File: config.mk
export PLATFORM = sky130hd
export DESIGN_NAME = ps2_key_tracker
export DESIGN_NICKNAME = d
export VERILOG_FILES = /design/src/rtl/ps2_pkg.sv /design/src/rtl/ps2_keymap.sv /design/src/rtl/ps2_key_tracker.sv
export SDC_FILE = /design/constraint.sdc
export NUM_CORES = 1
export LEC_CHECK = 0
export BUFFER_PORTS_ARGS = -buffer_cell sky130_fd_sc_hd__buf_4
export CAP_MARGIN = 20
export CORE_ASPECT_RATIO = 1.4
export CORE_UTILIZATION = 40
export DETAILED_ROUTE_END_ITERATION = 16
export PLACE_DENSITY_LB_ADDON = 0.25
export SETUP_SLACK_MARGIN = 0.05
export SLEW_MARGIN = 20
export SYNTH_ARGS = -nofsm -noshare
export SYNTH_HDL_FRONTEND = slang
export SYNTH_SLANG_ARGS = --single-unit
File: constraint.sdc
create_clock -name clk -period 6 [get_ports clk]
set_clock_uncertainty 0.2 [all_clocks]
set_input_delay 1.2 -clock clk [delete_from_list [all_inputs] [get_ports clk]]
set_output_delay 1.2 -clock clk [all_outputs]
set_load 0.01 [all_outputs]
File: src/rtl/ps2_pkg.sv
// Shared constants, FSM state type and scan-code keymap for the PS/2 key tracker.
// The keymap lists the 16 game keys as {ext, code} pairs in key-index order.
package ps2_pkg;

    localparam logic [7:0] PS2_EXT   = 8'hE0;
    localparam logic [7:0] PS2_BRK   = 8'hF0;
    localparam logic [7:0] PS2_PAUSE = 8'hE1;
    localparam logic [7:0] PS2_BAT   = 8'hAA;
    localparam logic [7:0] PS2_OVR0  = 8'h00;
    localparam logic [7:0] PS2_OVRF  = 8'hFF;

    localparam int         KEYMAP_SIZE = 16;
    // Pause sends E1 followed by 7 more bytes that must be swallowed.
    localparam logic [2:0] SKIP_LEN    = 3'd7;

    typedef enum logic [2:0] {
        ST_IDLE,
        ST_EXT,
        ST_BRK,
        ST_EXT_BRK,
        ST_SKIP
    } ps2_fsm_e;

    typedef struct packed {
        logic       ext;
        logic [7:0] code;
    } keymap_entry_t;

    localparam keymap_entry_t KEYMAP [KEYMAP_SIZE] = '{
        '{1'b0, 8'h1D},  // W
        '{1'b0, 8'h1B},  // S
        '{1'b0, 8'h1C},  // A
        '{1'b0, 8'h23},  // D
        '{1'b1, 8'h75},  // Up
        '{1'b1, 8'h72},  // Down
        '{1'b1, 8'h6B},  // Left
        '{1'b1, 8'h74},  // Right
        '{1'b0, 8'h29},  // Space
        '{1'b0, 8'h5A},  // Enter
        '{1'b0, 8'h76},  // Esc
        '{1'b0, 8'h4D},  // P
        '{1'b0, 8'h2D},  // R
        '{1'b0, 8'h21},  // C
        '{1'b0, 8'h79},  // KP+
        '{1'b0, 8'h7B}   // KP-
    };

    function automatic logic is_resync(input logic [7:0] b);
        return (b == PS2_BAT) || (b == PS2_OVR0) || (b == PS2_OVRF);
    endfunction

endpackage

File: src/rtl/ps2_keymap.sv
// Combinational lookup of an {ext, code} scan pair into a game-key index.
module ps2_keymap
    import ps2_pkg::*;
(
    input  logic       ext,
    input  logic [7:0] code,
    output logic       hit,
    output logic [3:0] idx
);

    always_comb begin
        // NOTE: every output gets a default before the loop so no path leaves it unassigned (no latch).
        hit = 1'b0;
        idx = '0;
        for (int i = 0; i < KEYMAP_SIZE; i++) begin
            if (KEYMAP[i].ext == ext && KEYMAP[i].code == code) begin
                hit = 1'b1;
                idx = 4'(i);
            end
        end
    end

endmodule

File: src/rtl/ps2_key_tracker.sv
// Decodes PS/2 make/break/E0/E1 byte sequences into a held-key vector with
// one-cycle press/release pulses for up to 16 game keys.
module ps2_key_tracker
    import ps2_pkg::*;
#(
    parameter int NUM_KEYS        = 16,
    parameter int CLEAR_ON_RESYNC = 1
) (
    input  logic                clk,
    input  logic                rst,
    input  logic [7:0]          ps2_byte,
    input  logic                ps2_state,
    output logic [NUM_KEYS-1:0] keys,
    output logic [NUM_KEYS-1:0] key_press,
    output logic [NUM_KEYS-1:0] key_release,
    output logic                any_key
);

    ps2_fsm_e            fsm_state, fsm_next;
    logic [2:0]          skip_cnt, skip_next, skip_dec;
    logic                ps2_state_d;
    logic                accept;
    logic                ext_flag;
    logic                map_hit;
    logic [3:0]          map_idx;
    logic [15:0]         map_onehot;
    logic [NUM_KEYS-1:0] key_mask;
    logic                held;
    logic [NUM_KEYS-1:0] keys_next, press_next, release_next;

    assign accept   = ps2_state & ~ps2_state_d;
    assign ext_flag = (fsm_state == ST_EXT) || (fsm_state == ST_EXT_BRK);
    assign skip_dec = skip_cnt - 3'd1;

    ps2_keymap u_keymap (
        .ext  (ext_flag),
        .code (ps2_byte),
        .hit  (map_hit),
        .idx  (map_idx)
    );

    // Indices beyond NUM_KEYS fall off the truncated one-hot and act as unmapped.
    assign map_onehot = 16'd1 << map_idx;
    assign key_mask   = map_hit ? map_onehot[NUM_KEYS-1:0] : '0;
    assign held       = |(keys & key_mask);

    always_comb begin
        fsm_next     = fsm_state;
        skip_next    = skip_cnt;
        keys_next    = keys;
        press_next   = '0;
        release_next = '0;

        if (accept) begin
            if (CLEAR_ON_RESYNC != 0 && is_resync(ps2_byte)) begin
                fsm_next  = ST_IDLE;
                skip_next = '0;
                keys_next = '0;
            end else if (fsm_state == ST_SKIP) begin
                skip_next = skip_dec;
                if (skip_dec == 3'd0) begin
                    fsm_next = ST_IDLE;
                end
            end else if (ps2_byte == PS2_PAUSE) begin
                fsm_next  = ST_SKIP;
                skip_next = SKIP_LEN;
            end else if (ps2_byte == PS2_EXT) begin
                if (fsm_state == ST_IDLE) begin
                    fsm_next = ST_EXT;
                end else if (fsm_state == ST_BRK) begin
                    fsm_next = ST_EXT_BRK;
                end
            end else if (ps2_byte == PS2_BRK) begin
                if (fsm_state == ST_IDLE) begin
                    fsm_next = ST_BRK;
                end else if (fsm_state == ST_EXT) begin
                    fsm_next = ST_EXT_BRK;
                end
            end else begin
                fsm_next = ST_IDLE;
                if (fsm_state == ST_IDLE || fsm_state == ST_EXT) begin
                    // Typematic repeats of a held key produce nothing.
                    if (!held) begin
                        keys_next  = keys | key_mask;
                        press_next = key_mask;
                    end
                end else if (held) begin
                    keys_next    = keys & ~key_mask;
                    release_next = key_mask;
                end
            end
        end
    end

    always_ff @(posedge clk) begin
        // NOTE: all state uses non-blocking assignment so every register samples pre-edge values.
        if (rst) begin
            fsm_state   <= ST_IDLE;
            skip_cnt    <= '0;
            ps2_state_d <= 1'b1;   // a byte already present at reset is never consumed
            keys        <= '0;
            key_press   <= '0;
            key_release <= '0;
            any_key     <= 1'b0;
        end else begin
            fsm_state   <= fsm_next;
            skip_cnt    <= skip_next;
            ps2_state_d <= ps2_state;
            keys        <= keys_next;
            key_press   <= press_next;
            key_release <= release_next;
            any_key     <= |keys_next;
        end
    end

endmodule
==> results by group <==
Logic synthesis
  – Ys async rst share: 0%
  – Syn_nets: 361
  – YS warnings: 0
  – Top_reg_cell synth: dfxtp_1
  – FF+latch count, synth: 56
  – Yosys cell types: 64
  – Synthesized instance count: 348
  – Post-synthesis sequential area ratio: 39.4%
  – Syn avg cell area: 8.17 sq um
  – EDFF count, synth: 0
  – Syn Std Cell Area: 2840 sq um

Setup path
  – Delay of the slowest critical-path stage: 0.50 ns
  – Critical Path AT: 3.85 ns
  – Worst setup path category: in2reg
  – Critical path endpoint category: flip-flop
  – Worst Path Max Fanout: 15
  – Critical Path Start Type: input pin
  – Worst Path Required: 5.99 ns
  – Slowest cell on crit path: nor4bb_1
  – Critical-path cell list: buf_4 -> nor4bb_1 -> nand4_1 -> o32ai_1 -> nor4b_4 -> nor2_1 -> o2111ai_1 -> o31ai_1 -> a41oi_1

Timing
  – # setup viols final: 0
  – Fin crit period: 3.85 ns
  – Final hold viol count: 0
  – Slew Limit Headroom: 35.4%
  – RSZ-0062 raised after global routing: no
  – Fin crit share: 64.2%
  – Setup TNS: 0 ns
  – Max frequency: 260 MHz
  – Actual slew at the worst max-slew pin: 0.969 ns
  – Final Max Slew Viols: 0

Clocking
  – Max Root-Sink Buffers: 2
  – H-tree Lvls: 2
  – CTS Buf Count: 5
  – Post_cts resized: 0
  – Hold_buf cts: 0
  – CTS tree: built
  – Root Driver: clkbuf_8
  – # clock sinks: 56
  – Worst-path clk slew: 0.11 ns
  – Setup Fix Bufs, Post-CTS: 0
  – Worst skew pair latency: 0.32 ns

Die
  – Die Footprint: 7450 sq um
  – Std-Cell Core Area: 6940 sq um
  – Initial Utilization: 41.0%
  – Row count: 36
  – I/O pins: 60
  – Die height: 102 um
  – Die Width: 73.3 um

Pwr
  – Switching power: 173 uW
  – Sequential Power Share: 57.6%
  – Switching share of power: 26.4%
  – P_leak: 1.25 nW
  – Clock share of power: 33.6%
  – Int Pwr: 484 uW
  – Comb pwr share: 8.8%
  – Maximum vdd drop: 0.0924 mV
  – Power per cell area: 194 nW/um^2

Cells and area
  – Share of layout cells above drive strength 1: 22.2%
  – Final core utilization: 48.9%
  – Commonest cells after routing, fill and taps aside: 64 x nor2_1, 60 x buf_4, 56 x dfxtp_1, 33 x nand2_1, 24 x o21ai_0
  – Most common cell after layout, fill and taps aside: nor2_1
  – Synthesis-to-layout area growth: 19.4%
  – N_diodes: 0
  – Final net count: 409

Outcome
  – Status: finished clean

Job
  – Max-capacitance violation count: 0

GRT
  – Gr ovfl total: 0
  – First-pass GRT wire length: 13,100 um
  – Vias in the first global route: 2,484
  – Pin count of the biggest net entering global routing: 21
  – Antenna violations before repair: 0
  – Total GRT Usage: 23.3%

Place
  – Post-detail-place hpwl: 6330 um
  – GPL Wtd Cong: 0.972
  – IO buf count: 59

Detailed routing
  – DR pass1 iterations: 5
  – Final wirelength: 8370 um
  – DRC: 0
  – Initial DRC count: 250
  – Post-route ant nets: 0
  – Via-to-Cell Ratio: 5.65
  – Via count: 2,781
  – Routed WL per cell: 17.0 um

Hold path
  – Hold Crit Class: reg2reg
## per-layer routing
layer	routed length (um)	share of wire, %	vias up	global-route usage [%]
li1	-	-	1340	-
met1	3270	39	1281	26.6
met2	4280	51	131	41.0
met3	497	5.9	29	3.58
met4	312	3.7	0	13.0
met5	0	0	-	0
## area by class of cell
type / instances / area (sq um)
clock buffers: 5 / 68.8
fillers: 705 / 3540
flip-flops and latches: 56 / 1120
repair buffers: 60 / 450
multi-input cells: 265 / 1580
well taps: 95 / 119
clock inverters: 3 / 27.5
inverters: 8 / 30.0
## worst max-delay path: cells and delay by family
| kind | cells | cell delay [ns] |
|---|---|---|
| compound gates | 4 | 1.00 |
| buf+inv | 1 | 0.16 |
| simple gates | 4 | 1.47 |
## metrics by stage
| stage | worst slack (ns) | total power, mW | cell area (sq um) | cells | hold WS [ns] |
|---|---|---|---|---|---|
| after global placement | 1.91 | 0.443 | 3300 | 484 | 0.284 |
| after global routing | 1.97 | 0.682 | 3390 | 492 | 0.331 |
| final | 2.15 | 0.657 | 3390 | 492 | 0.306 |
| after detailed placement | 1.87 | 0.443 | 3300 | 484 | 0.292 |
| after floorplan | 2.26 | 0.423 | 2840 | 348 | 0.272 |
| after CTS | 2.18 | 0.657 | 3390 | 492 | 0.310 |
## power by group through the flow
stage	clock network, mW	logic (mW)	registers (mW)
CTS	0.222	0.0571	0.378
floorplan	0	0.0362	0.387
finish	0.221	0.0576	0.378
global route	0.241	0.0624	0.379
global placement	0	0.0566	0.387
detailed placement	0	0.0566	0.387
## cells in the mapped netlist (8+ instances only)
library cell,n,area share [%]
nand2_1,33,4.4
clkbuf_1,10,1.3
nor4_1,10,2.2
a21oi_1,12,2.1
o21ai_0,24,4.2
dfxtp_1,56,39
inv_1,8,1.1
nor2_1,64,8.5
nor3_1,11,1.9
## sequential cells by signal, indices dropped and copies added, names as in the netlist
register,flops
skip_cnt,3
any_key,1
key_release,16
key_press,16
fsm_state,3
keys,16
ps2_state_d,1
## worst paths after layout
kind                      from            end  slack, ns  cells after the start
setup reg to reg  fsm_state[0]  key_press[13]       2.59                      7
hold reg to reg    skip_cnt[1]    skip_cnt[1]       0.31                      2
hold / removal     skip_cnt[1]    skip_cnt[1]       0.31                      2
setup / recovery   ps2_byte[2]        any_key       2.15                      9
## kinds of logic after synthesis
family,Yosys count,share of synthesized area [%]
multiplexers,3,1.10
buffers and inverters,27,5.11
XOR/XNOR,1,0.308
flip-flops,56,39.4
AND/OR/NAND/NOR,188,37.0
AO/OA/AOI/OAI,71,16.2
adder cells (fa/ha/maj),2,0.880
(Power assumes the default switching activity.)
